File: config.mk
export PLATFORM = sky130hd
export DESIGN_NAME = fetch_prefetch_queue
export DESIGN_NICKNAME = d
export VERILOG_FILES = /design/src/rtl/fetch_prefetch_queue.sv
export SDC_FILE = /design/constraint.sdc
export NUM_CORES = 1
export LEC_CHECK = 0
export CAP_MARGIN = 20
export CORE_MARGIN = 5
export CORE_UTILIZATION = 50
export DETAILED_ROUTE_END_ITERATION = 10
export HOLD_SLACK_MARGIN = 0.15
export PLACE_DENSITY = 0.73
export SLEW_MARGIN = 25
export SYNTH_ARGS = -nofsm -noshare
export SYNTH_HDL_FRONTEND = slang
export SYNTH_SLANG_ARGS = --single-unit
File: constraint.sdc
create_clock -name clk -period 2.95 [get_ports clk]
set_input_delay 0.295 -clock clk [delete_from_list [all_inputs] [get_ports clk]]
set_output_delay 0.295 -clock clk [all_outputs]
set_load 0.05 [all_outputs]
File: src/rtl/fetch_prefetch_queue.sv
// Instruction prefetch queue feeding the IF/ID register: owns the fetch PC and buffers fetched words.
// Latency: an imem_ack becomes visible at the head one cycle later; no combinational rdata->instruction path.
// Backpressure: StallF holds the head; new requests are issued only while a queue slot is guaranteed free.
//
// Ports:
//   clk, rst                 rising-edge clock, asynchronous active-high reset
//   imem_req/imem_addr       word request to instruction memory, held with a stable address until imem_ack
//   imem_ack/imem_rdata      response handshake; data is valid in the ack cycle (may be the first req cycle)
//   StallF                   hazard unit stall: head is not consumed this cycle
//   PCSrcE/PCTargetE         execute-stage redirect: flushes the queue and reloads the fetch PC
//   instr_valid              queue non-empty
//   instruction/PCF/PCPlus4F head entry, or NOP_INSTR / 0 / 4 when empty
module fetch_prefetch_queue #(
   parameter int unsigned DEPTH     = 4,
   parameter logic [31:0] RESET_PC  = 32'h0000_0000,
   parameter logic [31:0] NOP_INSTR = 32'h0000_0013
) (
   input  logic        clk,
   input  logic        rst,
   output logic        imem_req,
   output logic [31:0] imem_addr,
   input  logic        imem_ack,
   input  logic [31:0] imem_rdata,
   input  logic        StallF,
   input  logic        PCSrcE,
   input  logic [31:0] PCTargetE,
   output logic        instr_valid,
   output logic [31:0] instruction,
   output logic [31:0] PCF,
   output logic [31:0] PCPlus4F
);

   localparam int PW = (DEPTH > 1) ? $clog2(DEPTH) : 1;
   localparam int CW = $clog2(DEPTH + 1);
   localparam logic [CW-1:0] FULL = CW'(DEPTH);

   typedef enum logic [1:0] {
      IDLE = 2'd0,
      REQ  = 2'd1,
      DROP = 2'd2
   } fetchState;

   fetchState     state;
   fetchState     nextState;

   logic [31:0]   fetchPc;
   logic [31:0]   fetchPcNext;
   logic [31:0]   dropAddr;
   logic          loadDrop;

   logic [31:0]   pcMem    [DEPTH];
   logic [31:0]   instrMem [DEPTH];
   logic [PW-1:0] rdPtr;
   logic [PW-1:0] wrPtr;
   logic [CW-1:0] count;
   logic [CW-1:0] countNext;

   logic          push;
   logic          pop;

   // A redirect cancels both the push of the returning word and the pop of the head.
   assign push = (state == REQ) && imem_ack && !PCSrcE;
   assign pop  = instr_valid && !StallF && !PCSrcE;

   always_comb begin
      countNext = count;
      if (PCSrcE) begin
         countNext = '0;
      end else begin
         case ({push, pop})
            2'b10:   countNext = count + CW'(1);
            2'b01:   countNext = count - CW'(1);
            default: countNext = count;
         endcase
      end
   end

   // ---------------------------------------------------------------
   // Request FSM
   // ---------------------------------------------------------------
   always_ff @(posedge clk or posedge rst) begin
      if (rst) begin
         state <= IDLE;
      end else begin
         state <= nextState;
      end
   end

   always_comb begin
      nextState   = state;
      fetchPcNext = fetchPc;
      loadDrop    = 1'b0;
      imem_req    = 1'b0;
      imem_addr   = fetchPc;
      case (state)
         IDLE: begin
            if (PCSrcE) begin
               fetchPcNext = PCTargetE;
            end else if (count < FULL) begin
               nextState = REQ;
            end
         end
         REQ: begin
            imem_req = 1'b1;
            if (PCSrcE) begin
               fetchPcNext = PCTargetE;
               if (imem_ack) begin
                  // Word arrived together with the redirect: simply drop it.
                  nextState = IDLE;
               end else begin
                  // The memory still owes us a word for the old address; wait it out.
                  nextState = DROP;
                  loadDrop  = 1'b1;
               end
            end else if (imem_ack) begin
               fetchPcNext = fetchPc + 32'd4;
               // Chain the next request only if a slot is certain to be free when it returns.
               nextState   = (countNext < FULL) ? REQ : IDLE;
            end
         end
         DROP: begin
            imem_req  = 1'b1;
            imem_addr = dropAddr;
            if (PCSrcE) begin
               fetchPcNext = PCTargetE;
            end
            if (imem_ack) begin
               nextState = IDLE;
            end
         end
         default: begin
            nextState = IDLE;
         end
      endcase
   end

   always_ff @(posedge clk or posedge rst) begin
      if (rst) begin
         fetchPc  <= RESET_PC;
         dropAddr <= '0;
      end else begin
         fetchPc <= fetchPcNext;
         if (loadDrop) begin
            dropAddr <= fetchPc;
         end
      end
   end

   // ---------------------------------------------------------------
   // Queue storage and pointers
   // ---------------------------------------------------------------
   always_ff @(posedge clk) begin
      if (push) begin
         pcMem[wrPtr]    <= fetchPc;
         instrMem[wrPtr] <= imem_rdata;
      end
   end

   always_ff @(posedge clk or posedge rst) begin
      if (rst) begin
         rdPtr <= '0;
         wrPtr <= '0;
         count <= '0;
      end else begin
         count <= countNext;
         if (PCSrcE) begin
            // Flush: everything between rdPtr and wrPtr is discarded.
            rdPtr <= wrPtr;
         end else begin
            if (push) begin
               wrPtr <= wrPtr + PW'(1);
            end
            if (pop) begin
               rdPtr <= rdPtr + PW'(1);
            end
         end
      end
   end

   // ---------------------------------------------------------------
   // Head outputs (register/FIFO read only)
   // ---------------------------------------------------------------
   always_comb begin
      instr_valid = (count != '0);
      instruction = NOP_INSTR;
      PCF         = 32'd0;
      if (instr_valid) begin
         instruction = instrMem[rdPtr];
         PCF         = pcMem[rdPtr];
      end
      PCPlus4F = PCF + 32'd4;
   end

   // ---------------------------------------------------------------
   // Protocol and capacity checks
   // ---------------------------------------------------------------
   pushNeverFull: assert property (@(posedge clk) disable iff (rst) push |-> (count < FULL));

   reqHeldUntilAck: assert property (@(posedge clk) disable iff (rst)
      (imem_req && !imem_ack) |=> (imem_req && $stable(imem_addr)));

endmodule

; Word-level counts from Yosys, hierarchy flattened
; Memories as Yosys holds them, arrays and structs flattened.
; Index checks and enable logic that the tools add are counted.
[totals]
regBits = 73
ram_bits = 256
input_bits = 69
out_inout_bits = 130
elab_cells = 66
mem_count = 2
[mem_list]
columns = memory, depth, word_bits, read_ports, rd_clocked_by_memory_dff, write_ports, line_no
row1 = instrMem, 4, 32, 1, 0, 1, 52  ; logic [31:0] instrMem [DEPTH];
row2 = pcMem, 4, 32, 1, 0, 1, 51  ; logic [31:0] pcMem [DEPTH];
[classes]
n_addsub = 6
order_cmp = 2
eq_ne = 9
mux = 25
n_bitwise = 1
n_reduce_logical = 15
[op_table]
columns = cell, count
row1 = $mux 32, 6
row2 = $add 32x3->32 const B, 2
row3 = $pmux 32 s2, 1
row4 = $mux 2, 8
row5 = $mux 1, 7
row6 = $lt 3x3->1 const B, 2
row7 = $ne 2x2->1 const B, 3
row8 = $pmux 2 s3, 1
row9 = $pmux 3 s2, 1
row10 = $add 2x1->2 const B, 2
row11 = $eq 2x1->1 const B, 2
row12 = $eq 2x2->1 const B, 2
row13 = $logic_and 1x1->1, 4
row14 = $reduce_and 4->1, 1
row15 = $reduce_bool 2->1, 2
row16 = $reduce_or 2->1, 2
row17 = $add 3x1->3 const B, 1
row18 = $mux 3, 1
row19 = $ne 3x3->1 const B, 1
row20 = $reduce_and 3->1, 1
row21 = $reduce_bool 3->1, 1
row22 = $sub 3x1->3 const B, 1
row23 = $logic_not 1->1, 2
row24 = $logic_not 2->1, 1
row25 = other kinds (3), 3

; Depth between registers and ports, before layout
; Gate-level depths: netlist of the first run.
[logic_depth]
depth_word = 11
depth_mapped = 13
mapped_depth_nobuf = 13

; Least setup slack after synthesis of the first run
; Ideal clock, no wire load.
[synth_path]
kind = register to output
from = register count[1]
to = output port PCPlus4F[22]
arrival_ps = 4488
slack_ps = -1833
path_stages_with_launch = 14
path_cell_list = dfrtp_1 -> nor3_1 -> inv_1 -> buf_2 -> clkbuf_1 -> clkbuf_1 -> nand2_1 -> inv_1 -> ha_1 -> nand3_1 -> nor4_2 -> and2_1 -> nand4_1 -> xnor2_1
[synth_between]
elab_chain_cells = 3
[synth_rtl]
columns = item, line_no
row1 = "start, declared", 55  ; logic [CW-1:0] count;
row2 = "start signal, assigned", 165  ; count <= countNext;
row3 = $reduce_bool 3->1, 184  ; instr_valid = (count != '0);
row4 = named net instr_valid, 27  ; output logic instr_valid,
row5 = $mux 32, 187  ; if (instr_valid) begin
row6 = named net PCF[2], 29  ; output logic [31:0] PCF,
row7 = $add 32x3->32, 191  ; PCPlus4F = PCF + 32'd4;
row8 = "end, declared", 30  ; output logic [31:0] PCPlus4F
; The timed path passes the listed nets, and every way through them passes these cells.

; Worst setup path in the final report of the first run
[layout_path]
from = register rdPtr[0]
to = output port PCPlus4F[14]
[layout_between]
elab_chain_cells = 3
[layout_rtl]
columns = item, line_no
row1 = "start, declared", 53  ; logic [PW-1:0] rdPtr;
row2 = "start signal, assigned", 168  ; rdPtr <= wrPtr;
row3 = "start signal, assigned", 174  ; rdPtr <= rdPtr + PW'(1);
row4 = $mem_v2 4x32, -
row5 = $mux 32, 187
row6 = $add 32x3->32, 191
; No other way between the ends.

==> results.py, run 1 <==
metrics = {
    "clock_network": {
        "numClockSinks": 329,
        "htreeDepth": 2,
        "worstSkewPairLatency_ns": 0.51,
        "clockBufferDepth": 3,
        "cts_tree": "done",
        "clk_transition_reported_paths_ns": 0.05,
        "root_buffer": "sky130_fd_sc_hd__clkbuf_16",
        "postCtsHoldBufs": 0,
        "cts_made_buffers": 34,
    },
    "global_route": {
        "globalRouteTotalUtil": 0.204,
        "antenna_violations_before_repair": 0,
        "globalRouteOverflowTotal": 0,
        "grt_pass1_wl_um": 54000,
        "largest_net_degree_at_the_start_of_global_routing": 74,
        "first_global_vias": 9566,
    },
    "critical_path": {
        "setup.worst_path.end": "PCPlus4F[14]",
        "largest_delay_share_family_worst_path": "simple AND/OR/NAND/NOR gates",
        "worst_setup_path_end_kind": "output pin",
        "rr_startpoint": "state[1]$_DFFE_PP0P_",
        "regToRegSetupSlack_ns": 0.28,
        "reg2reg_to": "state[0]$_DFFE_PP0P_",
        "critical_path.startpoint": "rdPtr[0]$_DFFE_PP0P_",
        "critical_path_cell_count": 9,
        "number_of_cells_traversed_by_the_worst_register_to_register_path": 13,
        "cpMaxStageDelayCell": "sky130_fd_sc_hd__dfrtp_4",
        "crit_fanout": 5,
        "timing.critical_path.required_ns": 2.65,
        "ws_path_type": "reg2out",
        "timing.critical_path.slowest_cell_delay_ns": 0.53,
        "cp-start-kind": "register",
        "cp.arrival_ns": 2.95,
        "critical_path_buf_inv_count": 1,
        "cp_cell_sequence": "mux4_1 -> and2_4 -> ha_4 -> nand3_4 -> or2_4 -> nand2b_4 -> nor4_4 -> xor2_4 -> buf_12",
    },
    "layout": {
        "final_util": 0.676,
        "n_antenna_cell": 0,
        "finalNetCount": 1319,
        "post-route-cell-area_um2": 19900,
        "areaGrowthSynthToFinish_pct": 34.0,
        "drive_gt1_frac": 0.367,
    },
    "die": {
        "initial_utilization": 0.504,
        "floorplan.rows": 63,
        "fp.dieArea_um2": 33300,
        "die_y_um": 182,
        "fp.dieW_um": 182,
        "placeable_area_um2": 29500,
        "top_level_port_count": 199,
    },
    "logic_synthesis": {
        "syn_area_per_cell_um2": 15.2,
        "ys.warnings.count": 0,
        "post_synthesis_instance_area_um2": 14900,
        "synthesized_nets": 1062,
        "netlist_instances": 980,
        "postSynth.topFlopCell": "sky130_fd_sc_hd__edfxtp_1",
        "synth.distinct_cells": 65,
        "synthArstFlopShare": 0.222,
        "synthesis_stage_register_bit_count": 329,
        "synth-edff-count": 256,
        "ys_seq_area_frac": 0.640,
    },
    "route": {
        "avgViaCountPerCell": 5.71,
        "wl_um": 34100,
        "drt-initial-drc-count": 845,
        "postRouteAntennaNets": 0,
        "remaining_drc_errors": 0,
        "drt_first_pass_iters": 5,
        "drt-wirelength-per-cell_um": 20.6,
        "route.vias.total": 9443,
    },
    "run_status": {
        "failed_checks": "negative setup slack",
        "run_status": "finished with violations",
    },
    "placed_design": {
        "dp_slack_ns": 0.0642,
        "gp_routability_congestion": 0.810,
        "hpwlAfterDp_um": 23100,
        "port_buffers": 198,
        "post_dp_cell_area_um2": 18400,
    },
    "timing": {
        "setup_ws_ns": -0.291,
        "setup-tns-final_ns": -2.98,
        "timing.final.setup_violations": 19,
        "shortest_clock_period_the_worst_path_allows_after_layout_ns": 3.24,
        "clock.fmax_mhz": 309,
        "grt_setup_unrepaired": "yes",
        "fin_skew_ns": 0.0205,
        "report.final.hold_viol_count": 0,
        "max_slew_violation_total_from_the_final_report": 0,
        "finalHoldWorstSlack_ns": 0.193,
        "max_slew.worst_pin.slew_ns": 0.727,
        "relSlewSlack": 0.511,
        "period_share": 1.10,
    },
    "pwr": {
        "power.ir.vdd_worst_uv": 824,
        "p_per_area_nw_per_um2": 887,
        "cellLeakagePower_nw": 7.43,
    },
    "run": {
        "cap_viol_max_count": 0,
    },
    "min_path": {
        "hp-class": "in2async",
    },
}
## per-layer routing
layer | part of all wire | global-route usage | vias up
li1 | - | - | 4302
met2 | 0.48 | 0.322 | 347
met1 | 0.44 | 0.304 | 4753
met5 | 0 | 0 | -
met4 | 0.017 | 0.0465 | 0
met3 | 0.067 | 0.0325 | 41
## metrics by stage
step           instances  total power, mW
2_1_floorplan        980             10.7
3_3_place_gp        1560             13.1
3_5_place_dp        1560             13.2
4_1_cts             1638             17.6
5_1_grt             1653             18.5
6_report            1653             17.7
## where the power goes
part,switching (mW),total [mW],internal [mW]
Combinational,3.49,6.61,3.12
Clock,1.72,4.26,2.53
Sequential,0.771,6.81,6.04
Total,5.98,17.7,11.7
## worst min-delay path by stage
stage	startpoint	end	cells past startpoint	slack [ns]
2_1_floorplan	imem_rdata[0]	instrMem[0][0]$_DFFE_PP_	0	0.39
3_3_place_gp	dropAddr[15]$_DFFE_PP0P_	dropAddr[15]$_DFFE_PP0P_	2	0.46
3_5_place_dp	dropAddr[22]$_DFFE_PP0P_	dropAddr[22]$_DFFE_PP0P_	2	0.47
4_1_cts	rst	fetchPc[11]$_DFFE_PP0P_	3	0.21
5_1_grt	rst	fetchPc[11]$_DFFE_PP0P_	3	0.22
6_report	rst	count[0]$_DFFE_PP0P_	3	0.19
## layout make-up
| class | count | area, µm² |
|---|---|---|
| clock inverters | 26 | 256 |
| flip-flops and latches | 329 | 9520 |
| multi-input cells | 569 | 5460 |
| clock buffers | 36 | 880 |
| well taps | 390 | 488 |
| fillers | 2032 | 9560 |
| inverters | 25 | 97.6 |
| repair buffers | 278 | 3220 |
## Yosys cell counts, drive strengths merged, types with 5 or more instances
library cell	instances	area (µm²)
o21ai	31	155
o22ai	11	68.8
and2	56	350
mux2	59	668
mux4	65	1510
buf	24	184
inv	25	93.8
clkbuf	34	129
and4	5	43.8
nand2	64	243
nand4b	8	70.1
xor2	15	131
ha	13	163
xnor2	18	158
nand3	37	185
nor3	13	91.3
nand4	16	115
and3	13	81.3
o22a	6	52.6
a21oi	52	260
or2	5	31.3
nor2	32	120
dfrtp	73	1830
edfxtp	256	7690
## kinds of logic (layout without fill, tap and decap cells)
family                   count (synthesis)  count (layout)  share of synthesized area
AND/OR/NAND/NOR                        274             275                      0.106
flip-flops                             329             329                      0.640
buffers and inverters                   83             365                     0.0274
adder cells (fa/ha/maj)                 13              13                     0.0109
multiplexers                           127             127                      0.149
XOR/XNOR                                33              33                     0.0194
AO/OA/AOI/OAI                          121             121                     0.0481
## layout by cell type, fill, tap and decap left out, drive strengths merged, types with 18 or more instances in the layout
cell / n
dfrtp: 73
nand3: 37
buf: 209
o21ai: 31
inv: 24
nand2: 64
a21oi: 52
edfxtp: 256
clkbuf: 36
and2: 57
clkinv: 19
mux2: 59
mux4: 65
xnor2: 18
nor2: 32
clkdlybuf4s50: 69
## flip-flops by register name, indices dropped and copies added (netlist names)
signal and flops:
state 2, instrMem 128, count 3, fetchPc 32
wrPtr 2, dropAddr 32, rdPtr 2, pcMem 128
## tightest hold or removal path, delay by kind of cell
kind     cells  cell delay, ns
buf+inv      3            0.80
## timing repair
| action | CTS | global route |
|---|---|---|
| setup endpoints to repair | 31 | 33 |
| buffers inserted | 15 | 15 |
| pin swaps | 12 | 15 |
| cloned | 1 | 0 |
| gates resized for setup | 29 | 27 |
(Power assumes the default switching activity.)
==> run 2, diff against run 1 <==
--- a/constraint.sdc
+++ b/constraint.sdc
@@ -3,2 +3,2 @@
 set_output_delay 0.295 -clock clk [all_outputs]
-set_load 0.05 [all_outputs]
+set_load 0.1 [all_outputs]
==> results.py, run 2 (synthesized netlist as in run 1, its figures left out) <==
metrics = {
    "run_status": {
        "run_status": "finished with violations",
        "failed_checks": "negative setup slack",
    },
    "timing": {
        "report.final.hold_viol_count": 0,
        "fin_skew_ns": 0.0142,
        "timing.final.setup_violations": 26,
        "relSlewSlack": 0.413,
        "setup-tns-final_ns": -7.59,
        "max_slew.worst_pin.slew_ns": 0.872,
        "shortest_clock_period_the_worst_path_allows_after_layout_ns": 3.43,
        "setup_ws_ns": -0.479,
        "grt_setup_unrepaired": "yes",
        "clock.fmax_mhz": 292,
        "period_share": 1.16,
        "max_slew_violation_total_from_the_final_report": 0,
    },
    "route": {
        "avgViaCountPerCell": 5.85,
        "drt-wirelength-per-cell_um": 22.0,
        "remaining_drc_errors": 0,
        "wl_um": 36700,
        "drt-initial-drc-count": 975,
        "drt_first_pass_iters": 6,
        "route.vias.total": 9740,
        "postRouteAntennaNets": 0,
    },
    "layout": {
        "most_frequent_cells_in_the_layout": "sky130_fd_sc_hd__edfxtp_1 (256), sky130_fd_sc_hd__buf_12 (138), sky130_fd_sc_hd__dfrtp_1 (71), sky130_fd_sc_hd__buf_4 (71), sky130_fd_sc_hd__clkdlybuf4s50_1 (68)",
        "finalNetCount": 1334,
        "n_antenna_cell": 0,
        "areaGrowthSynthToFinish_pct": 41.7,
        "drive_gt1_frac": 0.387,
        "post-route-cell-area_um2": 21100,
        "layout_top_registers": "instrMem: 128 flops, pcMem: 128 flops",
        "layout.cells.most_common": "sky130_fd_sc_hd__edfxtp_1",
    },
    "placed_design": {
        "gp_routability_congestion": 0.823,
        "port_buffers": 198,
        "hpwlAfterDp_um": 24100,
        "post_dp_cell_area_um2": 19400,
    },
    "critical_path": {
        "regToRegSetupSlack_ns": 0.22,
        "cp-start-kind": "register",
        "reg2reg_to": "state[0]$_DFFE_PP0P_",
        "rr_startpoint": "state[1]$_DFFE_PP0P_",
        "number_of_cells_traversed_by_the_worst_register_to_register_path": 13,
        "crit_fanout": 5,
        "ws_path_type": "reg2out",
        "timing.critical_path.required_ns": 2.65,
        "worst_setup_path_end_kind": "output pin",
        "cp.arrival_ns": 3.13,
    },
    "pwr": {
        "share_seq_of_total_power": 0.361,
        "p_per_area_nw_per_um2": 900,
        "power.share.combinational": 0.427,
        "p_switching_mw": 7.24,
        "power.ir.vdd_worst_uv": 1320,
        "p_sw_frac": 0.382,
        "cell_internal_pwr_mw": 11.7,
        "cellLeakagePower_nw": 7.72,
        "share_clk_of_total_power": 0.212,
    },
    "global_route": {
        "globalRouteTotalUtil": 0.214,
        "grt_pass1_wl_um": 56300,
        "antenna_violations_before_repair": 0,
        "first_global_vias": 9849,
        "globalRouteOverflowTotal": 0,
        "largest_net_degree_at_the_start_of_global_routing": 67,
    },
    "die": {
        "initial_utilization": 0.504,
        "floorplan.rows": 63,
        "die_y_um": 182,
        "top_level_port_count": 199,
        "fp.dieArea_um2": 33300,
        "placeable_area_um2": 29500,
        "fp.dieW_um": 182,
    },
    "clock_network": {
        "root_buffer": "sky130_fd_sc_hd__clkbuf_16",
        "numClockSinks": 329,
        "clockBufferDepth": 3,
        "cts_tree": "done",
        "clk_transition_reported_paths_ns": 0.06,
        "cts_made_buffers": 31,
        "worstSkewPairLatency_ns": 0.55,
        "htreeDepth": 1,
    },
    "run": {
        "cap_viol_max_count": 0,
    },
    "min_path": {
        "hp-class": "in2async",
    },
}
## run 2: what timing repair did
action | 4_1_cts | 5_1_grt
pin swaps | 22 | 22
hold buffers | 0 | 0
resized for setup | 41 | 29
setup buffers | 18 | 18
setup endpoints to repair | 28 | 36
gates cloned | 2 | 2
## run 2: final cells by class
cell class / count / area, µm²
Inverter: 25 / 101
Clock inverter: 22 / 244
Fill cell: 1821 / 8410
Clock buffer: 35 / 791
Sequential cell: 329 / 9520
Timing Repair Buffer: 297 / 4280
Tap cell: 390 / 488
Multi-Input combinational cell: 568 / 5640
## run 2: worst max-delay path by stage
stage	startpoint	slack [ns]	depth (start not counted)	endpoint
3_3_place_gp	rdPtr[0]$_DFFE_PP0P_	0.07	8	PCPlus4F[30]
2_1_floorplan	count[0]$_DFFE_PP0P_	-1.49	13	PCPlus4F[22]
6_report	rdPtr[0]$_DFFE_PP0P_	-0.48	11	PCPlus4F[24]
4_1_cts	rdPtr[0]$_DFFE_PP0P_	-0.47	10	PCPlus4F[28]
5_1_grt	rdPtr[0]$_DFFE_PP0P_	-0.61	10	PCPlus4F[30]
3_5_place_dp	rdPtr[0]$_DFFE_PP0P_	-0.04	8	PCPlus4F[28]
## run 2: routing by layer
metal  up-vias  global-route usage  share of wire
li1       4314                   -              -
met1      4894               0.309           0.41
met2       472               0.352           0.50
met3        60              0.0325          0.077
met4         0              0.0423          0.018
met5         -                   0              0
## run 2: power by group through the flow
stage,combinational [mW],clock [mW],sequential [mW]
3_3_place_gp,7.59,0,6.83
3_5_place_dp,7.69,0,6.92
2_1_floorplan,5.35,0,6.58
6_report,8.09,4.01,6.85
5_1_grt,8.51,4.32,6.96
4_1_cts,7.94,4.09,6.83
## run 2: stage by stage
step	instances	total power, mW	worst slack [ns]	util	hold WS, ns
3_5_place_dp	1570	14.6	-0.0371	0.659	0.472
5_1_grt	1666	19.8	-0.605	0.715	0.241
6_report	1666	19.0	-0.479	0.715	0.200
2_1_floorplan	980	11.9	-1.49	-	0.394
3_3_place_gp	1570	14.4	0.0664	0.659	0.463
4_1_cts	1647	18.9	-0.472	0.705	0.191
## run 2: critical path: stages, from the launching register on
cell and delay (ns):
sky130_fd_sc_hd__dfrtp_4 0.54, sky130_fd_sc_hd__mux4_2 0.43, sky130_fd_sc_hd__nand2_8 0.06, sky130_fd_sc_hd__clkinvlp_4 0.09
sky130_fd_sc_hd__ha_4 0.15, sky130_fd_sc_hd__nand3_4 0.07, sky130_fd_sc_hd__nor4_4 0.36, sky130_fd_sc_hd__nand4_4 0.24
sky130_fd_sc_hd__buf_6 0.19, sky130_fd_sc_hd__buf_6 0.12, sky130_fd_sc_hd__xnor2_4 0.15, sky130_fd_sc_hd__buf_12 0.19
==> run 3, diff against run 2 <==
Settings changed: CAP_MARGIN 20 to 15.
==> results of run 3 <==
The final DEF is identical to that of run 2; final timing and power are the same.
